File: config.mk
export PLATFORM = sky130hd
export DESIGN_NAME = uart_transmitter
export DESIGN_NICKNAME = d
export VERILOG_FILES = /design/src/rtl/uart_pkg.sv /design/src/rtl/baud_controller.sv /design/src/rtl/uart_transmitter.sv
export SDC_FILE = /design/constraint.sdc
export NUM_CORES = 1
export LEC_CHECK = 0
export BUFFER_PORTS_ARGS = -buffer_cell sky130_fd_sc_hd__buf_2
export CAP_MARGIN = 5
export CORE_MARGIN = 4
export CORE_UTILIZATION = 55
export CTS_CLUSTER_SIZE = 40
export DETAILED_ROUTE_END_ITERATION = 10
export GPL_ROUTABILITY_DRIVEN = 0
export PLACE_DENSITY_LB_ADDON = 0.25
export SYNTH_ARGS = -nofsm -noshare
export SYNTH_HDL_FRONTEND = slang
export SYNTH_SLANG_ARGS = --single-unit
File: constraint.sdc
create_clock -name clk -period 3.9 [get_ports clk]
set_input_delay 0.78 -clock clk [delete_from_list [all_inputs] [get_ports clk]]
set_output_delay 0.78 -clock clk [all_outputs]
set_load 0.05 [all_outputs]
File: src/rtl/uart_pkg.sv
// Shared UART definitions: transmitter state encoding, frame geometry and the
// baud-code to strobe-divisor mapping used by the baud controller.
package uart_pkg;

    localparam int FRAME_BITS = 11;
    localparam int OVERSAMPLE = 16;
    localparam int DATA_BITS  = FRAME_BITS - 3;
    localparam int DIV_W      = 20;

    localparam logic [2:0] DEFAULT_BAUD_SEL = 3'b111;

    typedef enum logic [2:0] {
        TX_IDLE   = 3'd0,
        TX_ARM    = 3'd1,
        TX_START  = 3'd2,
        TX_DATA   = 3'd3,
        TX_PARITY = 3'd4,
        TX_STOP   = 3'd5
    } tx_state_t;

    function automatic longint unsigned baud_rate(input logic [2:0] sel);
        longint unsigned rate;
        case (sel)
            3'd0:    rate = 64'd300;
            3'd1:    rate = 64'd1200;
            3'd2:    rate = 64'd4800;
            3'd3:    rate = 64'd9600;
            3'd4:    rate = 64'd19200;
            3'd5:    rate = 64'd38400;
            3'd6:    rate = 64'd57600;
            default: rate = 64'd115200;
        endcase
        return rate;
    endfunction

    // Rounded CLK_HZ / (16 * baud); a divisor of 0 would stall the strobe, so clamp to 1.
    function automatic logic [DIV_W-1:0] baud_divisor(input longint unsigned clk_hz,
                                                      input logic [2:0]      sel);
        longint unsigned rate;
        longint unsigned div;
        rate = baud_rate(sel);
        div  = (clk_hz + 64'd8 * rate) / (64'd16 * rate);
        if (div == 64'd0) begin
            div = 64'd1;
        end else begin
            div = div;
        end
        return div[DIV_W-1:0];
    endfunction

    function automatic logic even_parity(input logic [7:0] data);
        return ^data;
    endfunction

endpackage

File: src/rtl/baud_controller.sv
// Free-running 16x oversampling strobe generator. The divisor comes from a
// constant table, so the rate code only selects among eight elaborated values.
module baud_controller
    import uart_pkg::*;
#(
    parameter int CLK_HZ = 50_000_000
) (
    input  logic       clk,
    input  logic       reset,
    input  logic [2:0] baud_select,
    output logic       sample_ENABLE
);

    localparam logic [DIV_W-1:0] DIV_TABLE [0:7] = '{
        baud_divisor(64'(CLK_HZ), 3'd0),
        baud_divisor(64'(CLK_HZ), 3'd1),
        baud_divisor(64'(CLK_HZ), 3'd2),
        baud_divisor(64'(CLK_HZ), 3'd3),
        baud_divisor(64'(CLK_HZ), 3'd4),
        baud_divisor(64'(CLK_HZ), 3'd5),
        baud_divisor(64'(CLK_HZ), 3'd6),
        baud_divisor(64'(CLK_HZ), 3'd7)
    };

    logic [DIV_W-1:0] r_count;
    logic             r_strobe;
    logic [DIV_W-1:0] w_div;
    logic             w_wrap;

    assign w_div  = DIV_TABLE[baud_select];
    // >= rather than == so a switch to a shorter divisor cannot strand the count.
    assign w_wrap = (r_count >= (w_div - DIV_W'(1)));

    // Divider counter and registered strobe: one pulse every w_div cycles.
    always_ff @(posedge clk) begin
        if (reset) begin
            r_count  <= '0;
            r_strobe <= 1'b0;
        end else if (w_wrap) begin
            r_count  <= '0;
            r_strobe <= 1'b1;
        end else begin
            r_count  <= r_count + DIV_W'(1);
            r_strobe <= 1'b0;
        end
    end

    assign sample_ENABLE = r_strobe;

endmodule

File: src/rtl/uart_transmitter.sv
// 8E1 UART transmitter: start, 8 data bits LSB-first, even parity, stop, with
// each bit held for 16 strobes of the baud controller running at the latched rate.
module uart_transmitter
    import uart_pkg::*;
#(
    parameter int CLK_HZ = 50_000_000
) (
    input  logic       clk,
    input  logic       reset,
    input  logic       Tx_EN,
    input  logic       Tx_WR,
    input  logic [7:0] Tx_DATA,
    input  logic [2:0] baud_select,
    output logic       TxD,
    output logic       Tx_BUSY
);

    localparam int                TICK_W    = $clog2(OVERSAMPLE);
    localparam int                BIT_W     = $clog2(DATA_BITS);
    localparam logic [TICK_W-1:0] TICK_LAST = TICK_W'(OVERSAMPLE - 1);
    localparam logic [BIT_W-1:0]  BIT_LAST  = BIT_W'(DATA_BITS - 1);

    tx_state_t         r_state;
    logic [TICK_W-1:0] r_tick;
    logic [BIT_W-1:0]  r_bit_idx;
    logic [7:0]        r_data;
    logic [2:0]        r_baud_sel;
    logic              r_txd;
    logic              r_busy;

    tx_state_t         w_state_nxt;
    logic [TICK_W-1:0] w_tick_nxt;
    logic [BIT_W-1:0]  w_bit_nxt;
    logic              w_load;
    logic              w_txd_nxt;
    logic              w_strobe;
    logic              w_bit_done;
    logic              w_abort;

    baud_controller #(
        .CLK_HZ (CLK_HZ)
    ) u_baud (
        .clk           (clk),
        .reset         (reset),
        .baud_select   (r_baud_sel),
        .sample_ENABLE (w_strobe)
    );

    assign w_bit_done = w_strobe && (r_tick == TICK_LAST);
    assign w_abort    = !Tx_EN && (r_state != TX_IDLE);

    // Next-state, counter and serial-line decode; outputs are derived from the
    // next state so TxD and Tx_BUSY can be registered without an extra cycle.
    always_comb begin
        w_state_nxt = r_state;
        w_tick_nxt  = r_tick;
        w_bit_nxt   = r_bit_idx;
        w_load      = 1'b0;
        w_txd_nxt   = 1'b1;

        if (w_abort) begin
            w_state_nxt = TX_IDLE;
            w_tick_nxt  = '0;
            w_bit_nxt   = '0;
        end else begin
            case (r_state)
                TX_IDLE: begin
                    if (Tx_WR && Tx_EN) begin
                        w_state_nxt = TX_ARM;
                        w_load      = 1'b1;
                    end else begin
                        w_state_nxt = TX_IDLE;
                    end
                end
                TX_ARM: begin
                    w_tick_nxt = '0;
                    if (w_strobe) begin
                        w_state_nxt = TX_START;
                    end else begin
                        w_state_nxt = TX_ARM;
                    end
                end
                TX_START: begin
                    if (w_strobe) begin
                        w_tick_nxt = r_tick + TICK_W'(1);
                    end else begin
                        w_tick_nxt = r_tick;
                    end
                    if (w_bit_done) begin
                        w_state_nxt = TX_DATA;
                        w_bit_nxt   = '0;
                    end else begin
                        w_state_nxt = TX_START;
                    end
                end
                TX_DATA: begin
                    if (w_strobe) begin
                        w_tick_nxt = r_tick + TICK_W'(1);
                    end else begin
                        w_tick_nxt = r_tick;
                    end
                    if (w_bit_done && (r_bit_idx == BIT_LAST)) begin
                        w_state_nxt = TX_PARITY;
                        w_bit_nxt   = '0;
                    end else if (w_bit_done) begin
                        w_state_nxt = TX_DATA;
                        w_bit_nxt   = r_bit_idx + BIT_W'(1);
                    end else begin
                        w_state_nxt = TX_DATA;
                    end
                end
                TX_PARITY: begin
                    if (w_strobe) begin
                        w_tick_nxt = r_tick + TICK_W'(1);
                    end else begin
                        w_tick_nxt = r_tick;
                    end
                    if (w_bit_done) begin
                        w_state_nxt = TX_STOP;
                    end else begin
                        w_state_nxt = TX_PARITY;
                    end
                end
                TX_STOP: begin
                    if (w_strobe) begin
                        w_tick_nxt = r_tick + TICK_W'(1);
                    end else begin
                        w_tick_nxt = r_tick;
                    end
                    if (w_bit_done) begin
                        w_state_nxt = TX_IDLE;
                        w_bit_nxt   = '0;
                    end else begin
                        w_state_nxt = TX_STOP;
                    end
                end
                default: begin
                    w_state_nxt = TX_IDLE;
                    w_tick_nxt  = '0;
                    w_bit_nxt   = '0;
                end
            endcase
        end

        case (w_state_nxt)
            TX_START:  w_txd_nxt = 1'b0;
            TX_DATA:   w_txd_nxt = r_data[w_bit_nxt];
            TX_PARITY: w_txd_nxt = even_parity(r_data);
            default:   w_txd_nxt = 1'b1;
        endcase
    end

    // FSM state, bit counters and registered line outputs.
    always_ff @(posedge clk) begin
        if (reset) begin
            r_state   <= TX_IDLE;
            r_tick    <= '0;
            r_bit_idx <= '0;
            r_txd     <= 1'b1;
            r_busy    <= 1'b0;
        end else begin
            r_state   <= w_state_nxt;
            r_tick    <= w_tick_nxt;
            r_bit_idx <= w_bit_nxt;
            r_txd     <= w_txd_nxt;
            r_busy    <= (w_state_nxt != TX_IDLE);
        end
    end

    // Frame payload and rate are captured only on an accepted write.
    always_ff @(posedge clk) begin
        if (reset) begin
            r_data     <= 8'h00;
            r_baud_sel <= DEFAULT_BAUD_SEL;
        end else if (w_load) begin
            r_data     <= Tx_DATA;
            r_baud_sel <= baud_select;
        end else begin
            r_data     <= r_data;
            r_baud_sel <= r_baud_sel;
        end
    end

    assign TxD     = r_txd;
    assign Tx_BUSY = r_busy;

endmodule

==> results.md <==
* Fill cells at 411
* Area fraction in compound gates after synthesis at a little under a fifth
* Routed wire length at 5436 microns
* Post-synthesis adder-cell area fraction at around 13%
* Count of TritonRoute iterations in the first routing pass at 4
* Worst-path cell chain: inv_1 > ha_1 > mux2i_1 > ha_1 > o21ai_1 > a2111oi_1 > buf_4 > nor2_1 > ha_1 > a21o_1 > a21o_1 > a21oi_1 > o21ai_0 > a21oi_1 > o21ai_1 > buf_4 > nor2_1
* Post-synthesis mux area share at 2.534%
* Tcrit/Tclk final at 91.68%
* Most prevalent standard cell on the critical path: ha_1
* Number of nets at the end of the flow at around 390
* Crit path max fanout at 14
* Xor and xnor fraction of the mapped netlist area at ~8.6%
* Sink Count at between 40 and 50
* Number of pins with negative max-slew slack in the final report at 0
* Total global-route track usage at between 10% and 20%
* Cts bufs inserted at 5
* Antenna-violating nets left at 0
* Vert. Die Dim at 78.91 microns
* Buffers and inverters on the worst path at 3
* Number of levels the H-tree was split into at 2
* Hold Worst Slack at between 400 and 500 ps
* Antenna violations before repair at 0
* Final-report hold violation count at 0
* Die X at 78.91 microns
* Highest-count cells in the layout ignoring fill and taps: nor2_1 (46), dfxtp_1 (43), nand2_1 (37), ha_1 (28), a21oi_1 (21)
* Commonest non-fill, non-tap cell in the layout: nor2_1
* 1st-iter DRT viols at 70
* Max Used Layer: met4
* Timing-limited maximum frequency at ~280 MHz
* Setup repair after global routing missed its margin: false
* Simple-gate share of the synthesized area at 22.81%
* Net Sw Power at roughly 0.28 mW
* Max Root-Sink Buffers at 2
* Global-route wire length before repair at 9549 microns
* Critical-path cell with the highest stage delay: dfxtp_2
* Cell-internal power at 0.7273 mW
* DR vias/cell at roughly 5.4
* Number of global-route vias before repair at 2,200
* Share of post-route cells with drive strength above 1 at 11.08%
* Initial Utilization at 57.78%
* Post-synth design cell area at around 2800 sq um
* Site Rows at 25
* Switching part of the total at 27.65%
* Area added between synthesis and finish at 10.00%
* Post-CTS Hold Fix Bufs at 0
* Met3 wire length at about 230 microns
* Mean instance size in the synthesized netlist at between 8 and 9 sq um
* Part of the power in registers at 48.1%
* Root buf cell: clkbuf_8
* Synthesis-stage register bit count at 44
* Gate family responsible for the most delay along the worst path: compound AO/OA/AOI/OAI gates
* Leakage component of the power at 1.323 nW
* Total number of vias at 2,245
* Yosys cell types at 54
* CTS tree: yes
* Setup Total Neg Slack at 0 ps
* Total setup buffers inserted after CTS at 0
* Required time at the endpoint of the critical path at 4140 ps
* Worst Hold Class: flip-flop to flip-flop
* Startpoint-to-endpoint class of the critical path: flip-flop to flip-flop
* Post-route met1 wirelength at 2534 microns
* Number of top-level pins at 17
* Clock slew at reported path FFs at 90 ps
* Global-route congestion overflow total at 0
* Clock Skew at 7.865 ps
* Slowest stage delay, CP at 430 ps
* Die Footprint at 6226 sq um
* Number of cells produced by synthesis at 330
* Remaining design rule violation count at 0
* Post-route minimum period at 3576 ps
* Average wire length per cell after detail routing at roughly 13 microns
* Number of antenna repair diodes at 0
* Detailed-routed wire length on met2 at 2562 microns
* Core region area at approximately 4800 sq um
* Post-detailed-placement half-perimeter wirelength at 4109 microns
* Clk pwr share at 35.6%
* Power share of the combinational group at 16.4%
* Gates resized, CTS repair at 0
* Largest family of logic cells by synthesized area: simple AND/OR/NAND/NOR gates
* Clock Latency Late Sink at 300 ps
* Critical Path AT at 3810 ps
* Worst vdd ir at 0.2021 mV
* Portion of the post-synthesis area used by sequential elements at 31.86%
* Critical path startpoint category: flip-flop
* Power density over the cells at 330.5 nW/um^2
* Status: finished clean
* Largest net degree at the start of global routing at 16
* Share of flip-flops with an asynchronous set or reset after synthesis at 0%
* Setup violators final at 0
* Yosys warnings at 0
* Top flip-flop cell by instance count after synthesis: dfxtp_1
* Count of maximum capacitance violations at 0
* Endpoint type of the worst setup path: flip-flop
* Number of enable flip-flop cells after synthesis at 0
* Count of buffers from port buffering at 16
==> worst reg2reg max path: cells and delay by family (launching register included) <==
| family | cells | cell delay, ps |
|---|---|---|
| DFF | 1 | 430 |
| adders and majority gates | 3 | 740 |
| buffers and inverters | 3 | 510 |
| muxes | 1 | 210 |
| and+or+nand+nor | 2 | 170 |
| AOI/OAI and AO/OA | 8 | 1470 |
==> power by group through the flow <==
stage	clock (mW)	sequential [mW]	combinational [mW]
finish	0.357	0.483	0.165
global route	0.387	0.486	0.189
CTS	0.367	0.482	0.165
detailed placement	0	0.493	0.165
global placement	0	0.492	0.164
floorplan	0	0.491	0.125
==> stage by stage <==
stage	instances	cell area, sq um	util [%]	power (mW)	worst slack [ps]
4_1_cts	419	3039	63.50	1.015	181.2
6_report	419	3042	63.56	1.005	324.4
5_1_grt	419	3042	63.56	1.062	11.99
3_5_place_dp	411	2924	61.10	0.6573	275.9
3_3_place_gp	411	2924	61.10	0.6558	524.4
2_1_floorplan	334	2780	-	0.6163	252.7
==> final timing paths <==
path,from,to,slack (ps),cells past startpoint
min reg2reg,u_baud.r_count[0]$_SDFF_PP0_,u_baud.r_count[0]$_SDFF_PP0_,480,1
max,r_baud_sel[0]$_SDFFE_PP1P_,u_baud.r_count[14]$_SDFF_PP0_,320,17
min,u_baud.r_count[0]$_SDFF_PP0_,u_baud.r_count[0]$_SDFF_PP0_,480,1
max reg2reg,r_baud_sel[0]$_SDFFE_PP1P_,u_baud.r_count[14]$_SDFF_PP0_,320,17
==> state kept, by name, summed over array words and instances (netlist names) <==
signal / count
u_baud.sample_ENABLE: 1
u_baud.r_count: 20
r_state: 3
r_baud_sel: 3
Tx_BUSY: 1
r_bit_idx: 3
r_data: 8
TxD: 1
r_tick: 4
==> synth_stat cells, types with 2 or more instances <==
| master | n | share of area (%) |
|---|---|---|
| a2111oi_0 | 2 | 0.63 |
| a211o_1 | 4 | 1.3 |
| a21o_1 | 8 | 2.2 |
| a21oi_1 | 21 | 3.8 |
| a31oi_1 | 2 | 0.45 |
| and2_1 | 2 | 0.45 |
| and3_1 | 3 | 0.68 |
| buf_2 | 4 | 0.72 |
| clkbuf_1 | 5 | 0.68 |
| dfxtp_1 | 44 | 32 |
| ha_1 | 28 | 13 |
| inv_1 | 12 | 1.6 |
| mux2i_1 | 7 | 2.5 |
| nand2_1 | 37 | 5.0 |
| nand2b_1 | 10 | 2.3 |
| nand3_1 | 10 | 1.8 |
| nand3b_1 | 2 | 0.54 |
| nand4_1 | 5 | 1.1 |
| nor2_1 | 46 | 6.2 |
| nor2b_1 | 5 | 1.1 |
| nor3_1 | 5 | 0.90 |
| nor3b_1 | 2 | 0.54 |
| o2111ai_1 | 2 | 0.63 |
| o211ai_1 | 2 | 0.54 |
| o21ai_0 | 6 | 1.1 |
| o21ai_1 | 2 | 0.36 |
| o21bai_1 | 2 | 0.54 |
| xnor2_1 | 15 | 4.8 |
| xor2_1 | 12 | 3.8 |
==> cell families (layout without fill, tap and decap cells) <==
| group | count (synthesis) | after routing |
|---|---|---|
| and+or+nand+nor | 134 | 134 |
| adders and majority gates | 28 | 28 |
| other | 1 | 5 |
| xor gates and xnor gates | 27 | 27 |
| DFF | 44 | 44 |
| buffers and inverters | 22 | 40 |
| AOI/OAI and AO/OA | 67 | 67 |
| muxes | 7 | 7 |
==> metal layers <==
layer	vias up	track usage (%)
li1	1184	-
met1	1011	23.08
met3	12	3.515
met2	38	32.68
met4	0	8.763
met5	-	0
==> area by class of cell <==
type                    count  area (sq um)  area share, %
clock buffers               5         68.82          2.262
clock inverters             3         46.29          1.522
inverters                  12         45.04          1.481
multi-input cells         268          1805          59.36
flip-flops and latches     44         882.1          29.00
well taps                  67         83.83          2.756
repair buffers             20         110.1          3.620
(Power assumes the default switching activity.)
